`config.mk`:
```
export PLATFORM = sky130hd
export DESIGN_NAME = fetch_mem_arbiter_flat
export DESIGN_NICKNAME = d
export VERILOG_FILES = /design/src/rtl/fetch_mem_arbiter_pkg.sv /design/src/rtl/fetch_mem_arbiter_if.sv /design/src/rtl/fetch_mem_arbiter_wait_counter.sv /design/src/rtl/fetch_mem_arbiter.sv /design/src/flat_wrapper.sv
export SDC_FILE = /design/constraint.sdc
export NUM_CORES = 1
export LEC_CHECK = 0
export BUFFER_PORTS_ARGS = -buffer_cell sky130_fd_sc_hd__buf_2
export CAP_MARGIN = 0
export CORE_MARGIN = 2
export CORE_UTILIZATION = 46
export CTS_CLUSTER_SIZE = 12
export DETAILED_ROUTE_END_ITERATION = 7
export GPL_TIMING_DRIVEN = 1
export HOLD_SLACK_MARGIN = 0.02
export PLACE_DENSITY_LB_ADDON = 0.15
export SYNTH_ARGS = -nofsm -noshare
export SYNTH_HDL_FRONTEND = slang
export SYNTH_SLANG_ARGS = --single-unit
```
`constraint.sdc`:
```
create_clock -name clk -period 2.67 [get_ports clk]
set_input_delay 0.267 -clock clk [delete_from_list [all_inputs] [get_ports clk]]
set_output_delay 0.267 -clock clk [all_outputs]
set_load 0.01 [all_outputs]
```
`src/rtl/fetch_mem_arbiter_pkg.sv`:
```
// fetch_mem_arbiter_pkg
// Shared constants for the fetch/MEM memory arbiter: FSM state codes,
// owner encoding, default bus widths and the wait-counter width helper.
package fetch_mem_arbiter_pkg;

  localparam int DEF_ADDR_W = 32;
  localparam int DEF_DATA_W = 32;

  // FSM state codes
  localparam logic [1:0] S_IDLE    = 2'd0;
  localparam logic [1:0] S_IF_ACC  = 2'd1;
  localparam logic [1:0] S_MEM_ACC = 2'd2;
  localparam logic [1:0] S_DONE    = 2'd3;

  // Owner of the access in flight
  localparam logic OWN_IF  = 1'b0;
  localparam logic OWN_MEM = 1'b1;

  // Counter must hold 0..WAIT_CYCLES-1 with headroom to WAIT_CYCLES.
  function automatic int cnt_width(input int wait_cycles);
    return $clog2(wait_cycles + 1);
  endfunction

endpackage

```
`src/rtl/fetch_mem_arbiter_if.sv`:
```
// fetch_mem_arbiter_if
// Bundles the IF-stage, MEM-stage and memory-side signals of the arbiter.
//   slave  : arbiter view (requests/ram_rdata in, ready/data/freeze/ram_* out)
//   master : pipeline + memory model view (the opposite directions)
interface fetch_mem_arbiter_if
  import fetch_mem_arbiter_pkg::*;
#(
  parameter int ADDR_W = DEF_ADDR_W,
  parameter int DATA_W = DEF_DATA_W
);
  // IF stage
  logic              if_req;
  logic [ADDR_W-1:0] if_addr;
  logic [DATA_W-1:0] if_rdata;
  logic              if_ready;
  // MEM stage
  logic              mem_req;
  logic              mem_we;
  logic [ADDR_W-1:0] mem_addr;
  logic [DATA_W-1:0] mem_wdata;
  logic [DATA_W-1:0] mem_rdata;
  logic              mem_ready;
  // Stall outputs
  logic              if_freeze;
  logic              pipe_freeze;
  // Memory side
  logic              ram_en;
  logic              ram_we;
  logic [ADDR_W-1:0] ram_addr;
  logic [DATA_W-1:0] ram_wdata;
  logic [DATA_W-1:0] ram_rdata;

  modport slave (
    input  if_req, if_addr, mem_req, mem_we, mem_addr, mem_wdata, ram_rdata,
    output if_rdata, if_ready, mem_rdata, mem_ready, if_freeze, pipe_freeze,
           ram_en, ram_we, ram_addr, ram_wdata
  );

  modport master (
    output if_req, if_addr, mem_req, mem_we, mem_addr, mem_wdata, ram_rdata,
    input  if_rdata, if_ready, mem_rdata, mem_ready, if_freeze, pipe_freeze,
           ram_en, ram_we, ram_addr, ram_wdata
  );

endinterface

```
`src/rtl/fetch_mem_arbiter_wait_counter.sv`:
```
// wait_counter
// Counts the cycles of one memory access. load clears, en advances,
// tc flags the last access cycle (count == WAIT_CYCLES-1) and the count
// wraps to 0 there.
//   clk, rst : clock, synchronous active-high reset
//   load     : clear count to 0
//   en       : advance count
//   tc       : terminal count
module wait_counter
  import fetch_mem_arbiter_pkg::*;
#(
  parameter int WAIT_CYCLES = 3
) (
  input  logic clk,
  input  logic rst,
  input  logic load,
  input  logic en,
  output logic tc
);

  localparam int               CNT_W = cnt_width(WAIT_CYCLES);
  localparam logic [CNT_W-1:0] LAST  = CNT_W'(WAIT_CYCLES - 1);

  logic [CNT_W-1:0] cnt;

  assign tc = (cnt == LAST);

  always_ff @(posedge clk) begin
    if (rst || load) cnt <= '0;
    else if (en)     cnt <= tc ? '0 : cnt + CNT_W'(1);
  end

endmodule

```
`src/rtl/fetch_mem_arbiter.sv`:
```
// fetch_mem_arbiter
// Shares one single-port memory between the IF fetch and the MEM load/store.
// Each access holds ram_en for WAIT_CYCLES cycles from registers latched at
// grant, captures ram_rdata on the last cycle, then spends one DONE cycle
// pulsing the owner's ready before returning to IDLE for re-arbitration.
//   clk, rst : clock, synchronous active-high reset
//   bus      : fetch_mem_arbiter_if.slave (IF/MEM handshakes, freezes, ram_*)
// Build option ARB_ROUND_ROBIN_EN: on a tie the requester that did not own
// the previous access wins; otherwise MEM always beats IF.
module fetch_mem_arbiter
  import fetch_mem_arbiter_pkg::*;
#(
  parameter int ADDR_W      = DEF_ADDR_W,
  parameter int DATA_W      = DEF_DATA_W,
  parameter int WAIT_CYCLES = 3
) (
  input  logic                clk,
  input  logic                rst,
  fetch_mem_arbiter_if.slave  bus
);

  logic [1:0]        state, state_nxt;
  logic              owner;
  logic              we_q;
  logic [ADDR_W-1:0] addr_q;
  logic [DATA_W-1:0] wdata_q;
  logic [DATA_W-1:0] if_rdata_q, mem_rdata_q;
  logic              in_acc, cnt_tc, last_beat;
  logic              grant_mem, grant_if;

  assign in_acc    = (state == S_IF_ACC) || (state == S_MEM_ACC);
  assign last_beat = in_acc && cnt_tc;

  wait_counter #(.WAIT_CYCLES(WAIT_CYCLES)) u_wait (
    .clk  (clk),
    .rst  (rst),
    .load (state == S_IDLE),
    .en   (in_acc),
    .tc   (cnt_tc)
  );

`ifdef ARB_ROUND_ROBIN_EN
  logic last_owner;

  // Only a tie consults history: the side that did not go last wins.
  assign grant_mem = bus.mem_req && (!bus.if_req || (last_owner == OWN_IF));

  always_ff @(posedge clk) begin
    if (rst)            last_owner <= OWN_IF;
    else if (last_beat) last_owner <= owner;
  end
`else
  assign grant_mem = bus.mem_req;
`endif
  assign grant_if = bus.if_req && !grant_mem;

  always_comb begin
    state_nxt = state;
    case (state)
      S_IDLE: begin
        if (grant_mem)     state_nxt = S_MEM_ACC;
        else if (grant_if) state_nxt = S_IF_ACC;
      end
      S_IF_ACC,
      S_MEM_ACC: if (cnt_tc) state_nxt = S_DONE;
      S_DONE:    state_nxt = S_IDLE;
      default:   state_nxt = S_IDLE;
    endcase
  end

  always_ff @(posedge clk) begin
    if (rst) begin
      state       <= S_IDLE;
      owner       <= OWN_IF;
      we_q        <= 1'b0;
      addr_q      <= '0;
      wdata_q     <= '0;
      if_rdata_q  <= '0;
      mem_rdata_q <= '0;
    end else begin
      state <= state_nxt;
      // Latch the winner's request so requester changes mid-access are ignored.
      if (state == S_IDLE) begin
        if (grant_mem) begin
          owner   <= OWN_MEM;
          we_q    <= bus.mem_we;
          addr_q  <= bus.mem_addr;
          wdata_q <= bus.mem_wdata;
        end else if (grant_if) begin
          owner   <= OWN_IF;
          we_q    <= 1'b0;
          addr_q  <= bus.if_addr;
          wdata_q <= '0;
        end
      end
      if (last_beat) begin
        if (owner == OWN_IF) if_rdata_q  <= bus.ram_rdata;
        else if (!we_q)      mem_rdata_q <= bus.ram_rdata;
      end
    end
  end

  assign bus.ram_en      = in_acc;
  assign bus.ram_we      = (state == S_MEM_ACC) && we_q;
  assign bus.ram_addr    = addr_q;
  assign bus.ram_wdata   = wdata_q;
  assign bus.if_ready    = (state == S_DONE) && (owner == OWN_IF);
  assign bus.mem_ready   = (state == S_DONE) && (owner == OWN_MEM);
  assign bus.if_rdata    = if_rdata_q;
  assign bus.mem_rdata   = mem_rdata_q;
  assign bus.if_freeze   = bus.if_req  && !bus.if_ready;
  assign bus.pipe_freeze = bus.mem_req && !bus.mem_ready;

endmodule

```
`src/flat_wrapper.sv`:
```
// flat-port wrapper written by rule: the top's interface ports become plain ports
module fetch_mem_arbiter_flat import fetch_mem_arbiter_pkg::*;
#(
  parameter int ADDR_W      = DEF_ADDR_W,
  parameter int DATA_W      = DEF_DATA_W,
  parameter int WAIT_CYCLES = 3
)
  (clk, rst, bus_if_req, bus_if_addr, bus_mem_req, bus_mem_we, bus_mem_addr, bus_mem_wdata, bus_ram_rdata, bus_if_rdata, bus_if_ready, bus_mem_rdata, bus_mem_ready, bus_if_freeze, bus_pipe_freeze, bus_ram_en, bus_ram_we, bus_ram_addr, bus_ram_wdata);
  fetch_mem_arbiter_if #(.ADDR_W(ADDR_W), .DATA_W(DATA_W)) bus_i ();
  input  logic clk;
  input  logic rst;
  input wire logic [$bits(bus_i.if_req)-1:0] bus_if_req;
  input wire logic [$bits(bus_i.if_addr)-1:0] bus_if_addr;
  input wire logic [$bits(bus_i.mem_req)-1:0] bus_mem_req;
  input wire logic [$bits(bus_i.mem_we)-1:0] bus_mem_we;
  input wire logic [$bits(bus_i.mem_addr)-1:0] bus_mem_addr;
  input wire logic [$bits(bus_i.mem_wdata)-1:0] bus_mem_wdata;
  input wire logic [$bits(bus_i.ram_rdata)-1:0] bus_ram_rdata;
  output wire logic [$bits(bus_i.if_rdata)-1:0] bus_if_rdata;
  output wire logic [$bits(bus_i.if_ready)-1:0] bus_if_ready;
  output wire logic [$bits(bus_i.mem_rdata)-1:0] bus_mem_rdata;
  output wire logic [$bits(bus_i.mem_ready)-1:0] bus_mem_ready;
  output wire logic [$bits(bus_i.if_freeze)-1:0] bus_if_freeze;
  output wire logic [$bits(bus_i.pipe_freeze)-1:0] bus_pipe_freeze;
  output wire logic [$bits(bus_i.ram_en)-1:0] bus_ram_en;
  output wire logic [$bits(bus_i.ram_we)-1:0] bus_ram_we;
  output wire logic [$bits(bus_i.ram_addr)-1:0] bus_ram_addr;
  output wire logic [$bits(bus_i.ram_wdata)-1:0] bus_ram_wdata;
  assign bus_i.if_req = bus_if_req;
  assign bus_i.if_addr = bus_if_addr;
  assign bus_i.mem_req = bus_mem_req;
  assign bus_i.mem_we = bus_mem_we;
  assign bus_i.mem_addr = bus_mem_addr;
  assign bus_i.mem_wdata = bus_mem_wdata;
  assign bus_i.ram_rdata = bus_ram_rdata;
  assign bus_if_rdata = bus_i.if_rdata;
  assign bus_if_ready = bus_i.if_ready;
  assign bus_mem_rdata = bus_i.mem_rdata;
  assign bus_mem_ready = bus_i.mem_ready;
  assign bus_if_freeze = bus_i.if_freeze;
  assign bus_pipe_freeze = bus_i.pipe_freeze;
  assign bus_ram_en = bus_i.ram_en;
  assign bus_ram_we = bus_i.ram_we;
  assign bus_ram_addr = bus_i.ram_addr;
  assign bus_ram_wdata = bus_i.ram_wdata;
  fetch_mem_arbiter #(.ADDR_W(ADDR_W), .DATA_W(DATA_W), .WAIT_CYCLES(WAIT_CYCLES)) u_core (.clk(clk), .rst(rst), .bus(bus_i));
endmodule
```
==> results of run 1 <==
[cell usage after synthesis (2+ instances only)]
library cell,count
dfxtp_1,134
nand2_1,100
a21oi_1,67
mux2i_1,66
nand2b_1,66
clkbuf_1,37
nor2_1,36
a211oi_1,33
nand3_1,33
buf_1,7
buf_2,4
ha_1,4
buf_6,3
nor2b_1,3
and2_1,2
inv_1,2
[path summary, 6_finish.rpt]
check / start / end / slack, ns / depth (start not counted)
worst min register to register: u_core.bus.ram_wdata[5]$_SDFFE_PP0P_ / u_core.bus.ram_wdata[5]$_SDFFE_PP0P_ / 0.45 / 2
worst max register to register: u_core.state[0]$_SDFFE_PP0P_ / u_core.bus.mem_rdata[19]$_SDFFE_PP0P_ / 0.58 / 5
worst max-delay path: u_core.state[0]$_SDFFE_PP0P_ / u_core.bus.mem_rdata[19]$_SDFFE_PP0P_ / 0.58 / 5
worst min-delay path: bus_ram_rdata[28] / u_core.bus.if_rdata[28]$_SDFFE_PP0P_ / 0.10 / 3
[flip-flops by register name, summed over array words and instances (netlist names)]
signal and count:
u_core.u_wait.cnt 2, u_core.bus.if_rdata 32, u_core.we_q 1, u_core.owner 1
u_core.bus.ram_wdata 32, u_core.bus.ram_addr 32, u_core.state 2, u_core.bus.mem_rdata 32
[tightest hold or removal path: stages]
cell     delay, ns
buf_2         0.11
nand2_1       0.05
a21oi_1       0.05
[cells in the final DEF (no fill, tap or decap), types with 2 or more instances in the layout]
| cell type | count |
|---|---|
| and2_1 | 2 |
| bufinv_16 | 5 |
| buf_4 | 7 |
| clkbuf_16 | 17 |
| a21oi_1 | 67 |
| clkbuf_8 | 5 |
| buf_2 | 265 |
| nor2b_1 | 3 |
| ha_1 | 4 |
| inv_1 | 2 |
| nand3_1 | 33 |
| dfxtp_1 | 134 |
| clkinv_2 | 2 |
| nor2_1 | 36 |
| a211oi_1 | 33 |
| mux2i_1 | 66 |
| buf_12 | 4 |
| nand2_1 | 100 |
| nand2b_1 | 66 |
[layer usage]
layer	vias to the layer above	share of wire, %	GRT usage [%]
met3	19	7.1	6.59
li1	2556	-	-
met2	174	50	37.0
met4	0	2.0	9.27
met1	2251	41	26.0
met5	-	0	0
[cells by family after synthesis]
| logic type | Yosys count | share of synthesized area (%) |
|---|---|---|
| simple gates | 247 | 21.9 |
| flops | 134 | 49.3 |
| compound gates | 104 | 11.2 |
| mux | 67 | 12.3 |
| buf+inv | 55 | 4.30 |
| fa+ha+maj | 4 | 0.919 |
[power by group]
group | switching, uW | internal, uW | total [uW]
Sequential | 152 | 2270 | 2430
Combinational | 962 | 649 | 1610
Clock | 813 | 1770 | 2590
[metrics by stage]
| stage | power, uW | hold WS, ns |
|---|---|---|
| final | 6620 | 0.105 |
| after global routing | 6990 | 0.100 |
| after CTS | 6700 | 0.0874 |
| after detailed placement | 4090 | 0.444 |
| after global placement | 4040 | 0.435 |
| after floorplan | 3470 | 0.403 |
[cell type report]
type,instances,share of cell area (%)
Inverter,4,0.199
Sequential cell,134,35.5
Clock buffer,23,6.60
Multi-Input combinational cell,422,33.7
Timing Repair Buffer,276,19.3
Clock inverter,8,2.22
Tap cell,143,2.37
==> impl_metrics.py, run 1 <==
metrics = {
    "flow_run": {
        "drv_cap": 0,
    },
    "floorplan": {
        "io_pins": 267,
        "start_util_pct": 47.5,
        "fp-row-count": 39,
        "core_area_sq_um": 11500,
        "die_height_um": 113,
        "dieArea_sq_um": 12700,
        "fp.dieW_um": 113,
    },
    "sta": {
        "finClkSkew_ns": 0.00954,
        "postLayoutSetupSlackWorst_ns": 0.575,
        "fin_crit_sh_pct": 78.5,
        "setup_viol": 0,
        "rsz0062_at_grt": "false",
        "fmax_mhz": 477,
        "setup-tns-final_ns": 0,
        "slew_headroom_pct": 52.4,
        "timing.final.hold_violations": 0,
        "tightest_slew_ns": 0.709,
        "slew_viol_final": 0,
        "min_period_ns": 2.09,
    },
    "cts": {
        "htree_levels": 4,
        "numCtsBuffers": 17,
        "cts_buffer_depth": 2,
        "cts_sinks": 134,
        "cts_setup_buffers": 0,
        "ctsHoldBuffers": 0,
        "post_cts_resized": 0,
        "clkLatencyLatePin_ns": 0.41,
        "clockRootBuffer": "clkbuf_16",
        "cts_tree": "yes",
        "clk_pin_slew_ns": 0.06,
    },
    "final_layout": {
        "fin_util_pct": 65.8,
        "drive_gt1_share_pct": 36.1,
        "multi_input_area_sq_um": 2550,
        "area_growth_syn_to_layout_pct": 38.7,
        "seq_area_sq_um": 2680,
        "diodes": 0,
        "final_nets": 992,
        "fin_cells": 1010,
        "final_area_sq_um": 7550,
        "nFillCells": 976,
    },
    "global_routing": {
        "grt_pass1_wl_um": 22500,
        "first_global_vias": 4785,
        "antenna_found_initial": 0,
        "grt.overflow.total": 0,
        "grt_max_degree": 74,
        "grt.total_usage_pct": 21.9,
    },
    "min_path": {
        "hold_path.class": "in -> reg",
    },
    "route": {
        "firstDrtPassIters": 5,
        "via_per_inst": 4.95,
        "antenna_left": 0,
        "post_drt_wl_per_cell_um": 14.1,
        "drt-initial-drc-count": 261,
        "finalWirelength_um": 14200,
        "vias": 5000,
        "drc": 0,
    },
    "logic_synthesis": {
        "syn_area_sq_um": 5440,
        "syn_avg_cell_area_sq_um": 8.91,
        "synth_top_area_share_pct": 49.3,
        "synth_top_cell_by_area": "dfxtp_1",
        "syn_nets": 748,
        "ys_seq_area_share_pct": 49.3,
        "synth.area.top_cells": "dfxtp_1 (49%), mux2i_1 (12%), nand2b_1 (7.6%)",
        "ys_ff_latch": 134,
        "ys.warnings.count": 0,
        "synth.distinct_cells": 30,
        "synthCells": 611,
        "synth_flop_cell": "dfxtp_1",
        "ys_async_sr_fraction_pct": 0,
        "synth_edf_count": 0,
    },
    "placed_design": {
        "placed_area_sq_um": 6880,
        "gp_congestion": 0.842,
        "detailed_place_hpwl_um": 10200,
        "dp_cells": 979,
        "io_buffers": 266,
        "place_ws_ns": 0.566,
    },
    "worst_setup_path": {
        "crit_buf_inv": 2,
        "cp.arrival_ns": 2.37,
        "slowest_delay_ns": 0.78,
        "criticalPathCategory": "reg -> reg",
        "startpoint_type": "flop",
        "crit_path_top_delay_cell": "or4_4",
        "crit_path_cell_trace": "inv_1 -> ha_1 -> inv_2 -> or4_4 -> mux2i_1",
        "worstPathRequired_ns": 2.95,
        "end_kind": "flop",
        "worstPathMaxFanout": 24,
        "crit_family": "simple AND/OR/NAND/NOR gates",
    },
    "run_status": {
        "status": "completed",
    },
    "pwr": {
        "p_leak_uw": 0.00367,
        "ir_worst_vdd_mv": 0.656,
        "powerDensity_nw_per_um2": 878,
    },
}
Power figures use the tool's default switching activity.
==> run 2: changes to the inputs <==
CORE_UTILIZATION = 42   (was 46)
clock period = 1.91 ns   (was 2.67 ns; I/O delays follow)
==> run 2 against run 1 <==
- clock skew rose by 0.0012 ns
- global-route usage fell by 1.0 points
- register-to-register slack got worse by 0.45 ns
- wire length rose by 5.1%
- non-clock buffer count rose by 11
- die area rose by 9.2%
- design area rose by 1.0%
- core utilization fell by 5.4 points
- critical path type unchanged
- sequential power rose by 40%
==> impl_metrics.py, run 2 (synthesized netlist as in run 1, its figures left out) <==
metrics = {
    "run_status": {
        "status": "completed",
    },
    "final_layout": {
        "drive_gt1_share_pct": 35.9,
        "final_cell_mix": "buf_2 (265), dfxtp_1 (134), nand2_1 (100), a21oi_1 (67)",
        "nFillCells": 1119,
        "fin_util_pct": 60.4,
        "final_nets": 1004,
        "mostFrequentLayoutCell": "buf_2",
        "area_growth_syn_to_layout_pct": 40.1,
        "final_area_sq_um": 7630,
        "diodes": 0,
    },
    "floorplan": {
        "core_area_sq_um": 12600,
        "io_pins": 267,
        "fp-row-count": 41,
        "fp.dieW_um": 118,
        "start_util_pct": 43.1,
        "dieArea_sq_um": 13900,
        "die_height_um": 118,
    },
    "sta": {
        "postLayoutSetupSlackWorst_ns": 0.122,
        "timing.final.hold_violations": 0,
        "slew_viol_final": 0,
        "setup_viol": 0,
        "slew_headroom_pct": 63.4,
        "fin_crit_sh_pct": 93.6,
        "tightest_slew_ns": 0.550,
        "rsz0062_at_grt": "false",
        "hold_slack_ns": 0.0378,
        "min_period_ns": 1.79,
        "finClkSkew_ns": 0.0107,
        "setup-tns-final_ns": 0,
        "fmax_mhz": 559,
    },
    "worst_setup_path": {
        "crit_family": "simple AND/OR/NAND/NOR gates",
        "slowest_delay_ns": 0.67,
        "worstPathRequired_ns": 2.20,
        "startpoint_type": "flop",
        "crit_path_cell_trace": "inv_1 -> ha_4 -> inv_2 -> or4_4 -> mux2i_1",
        "cp.arrival_ns": 2.07,
        "criticalPathCategory": "reg -> reg",
        "crit_path_top_delay_cell": "or4_4",
        "worstPathMaxFanout": 12,
        "end_kind": "flop",
        "crit_buf_inv": 2,
    },
    "cts": {
        "clk_pin_slew_ns": 0.05,
        "cts_buffer_depth": 2,
        "htree_levels": 4,
        "clockRootBuffer": "clkbuf_16",
        "numCtsBuffers": 17,
        "cts_setup_buffers": 0,
        "cts_sinks": 134,
        "cts_tree": "yes",
        "clkLatencyLatePin_ns": 0.41,
    },
    "placed_design": {
        "io_buffers": 266,
        "placed_area_sq_um": 6970,
        "gp_congestion": 0.767,
        "place_ws_ns": 0.0101,
        "detailed_place_hpwl_um": 10500,
    },
    "global_routing": {
        "grt.total_usage_pct": 20.9,
        "grt_pass1_wl_um": 23600,
        "grt_max_degree": 66,
        "antenna_found_initial": 0,
        "first_global_vias": 4976,
        "grt.overflow.total": 0,
    },
    "route": {
        "firstDrtPassIters": 4,
        "post_drt_wl_per_cell_um": 14.2,
        "antenna_left": 0,
        "drc": 0,
        "drt-initial-drc-count": 254,
        "vias": 5171,
        "finalWirelength_um": 14900,
        "via_per_inst": 4.92,
    },
    "min_path": {
        "hold_path.class": "in -> reg",
    },
    "pwr": {
        "powerDensity_nw_per_um2": 1160,
        "ir_worst_vdd_mv": 0.576,
        "p_leak_uw": 0.00368,
    },
    "flow_run": {
        "drv_cap": 0,
    },
}
==> run 2: cell types whose count changed in the layout (fill, tap and decap cells not counted), sizes merged <==
cell	change
clkinv	+5
bufinv	-4
or4	+1
buf	+2
dlygate4sd3	+9
==> run 2: layout make-up <==
| class | count | area [sq um] | share of cell area, % |
|---|---|---|---|
| clock inverter | 9 | 76.3 | 1.00 |
| inverter | 4 | 15.0 | 0.197 |
| multi-input combinational | 423 | 2570 | 33.7 |
| sequential | 134 | 2680 | 35.2 |
| clock buffer | 23 | 478 | 6.27 |
| timing repair buffer | 287 | 1590 | 20.8 |
| tap | 172 | 215 | 2.82 |
==> run 2: metal layers <==
layer	routed length [um]	part of all wire [%]	global-route usage [%]	vias to the layer above
li1	-	-	-	2571
met1	6200	42	24.1	2348
met2	7300	49	35.5	223
met3	1090	7.3	6.49	29
met4	346	2.3	9.34	0
met5	0	0	0	-
==> run 2: worst paths after layout <==
path / start / to / slack, ns / depth (start not counted)
setup / recovery: u_core.state[1]$_SDFFE_PP0P_ / u_core.bus.mem_rdata[15]$_SDFFE_PP0P_ / 0.12 / 5
hold / removal: bus_ram_rdata[11] / u_core.bus.if_rdata[11]$_SDFFE_PP0P_ / 0.04 / 3
setup reg to reg: u_core.state[1]$_SDFFE_PP0P_ / u_core.bus.mem_rdata[15]$_SDFFE_PP0P_ / 0.12 / 5
hold reg to reg: u_core.bus.ram_wdata[0]$_SDFFE_PP0P_ / u_core.bus.ram_wdata[0]$_SDFFE_PP0P_ / 0.45 / 2
==> run 2: per-stage QoR <==
step	std cells	total power, uW
after floorplan	611	4890
after global placement	1010	5760
after detailed placement	1010	5820
after CTS	1051	8900
after global routing	1052	9330
final	1052	8830
==> run 2: what timing repair did <==
item | CTS | global route
resized for setup | 0 | 1
pin swaps | 1 | 0
hold buffers | 9 | 0
hold endpoints to repair | 9 | 0
gates cloned | 0 | 1
endpoints found under the setup margin | 2 | 24
==> run 2: where the power goes <==
group	internal [uW]	switching, uW
clock	1880	1160
sequential	3180	214
combinational	1000	1390
==> run 2: worst register-to-register path: cells and delay by family (launching register included) <==
| kind | cells | cell delay (ns) |
|---|---|---|
| buffers and inverters | 2 | 0.18 |
| muxes | 1 | 0.18 |
| adders and majority gates | 1 | 0.28 |
| and+or+nand+nor | 1 | 0.67 |
| DFF | 1 | 0.36 |
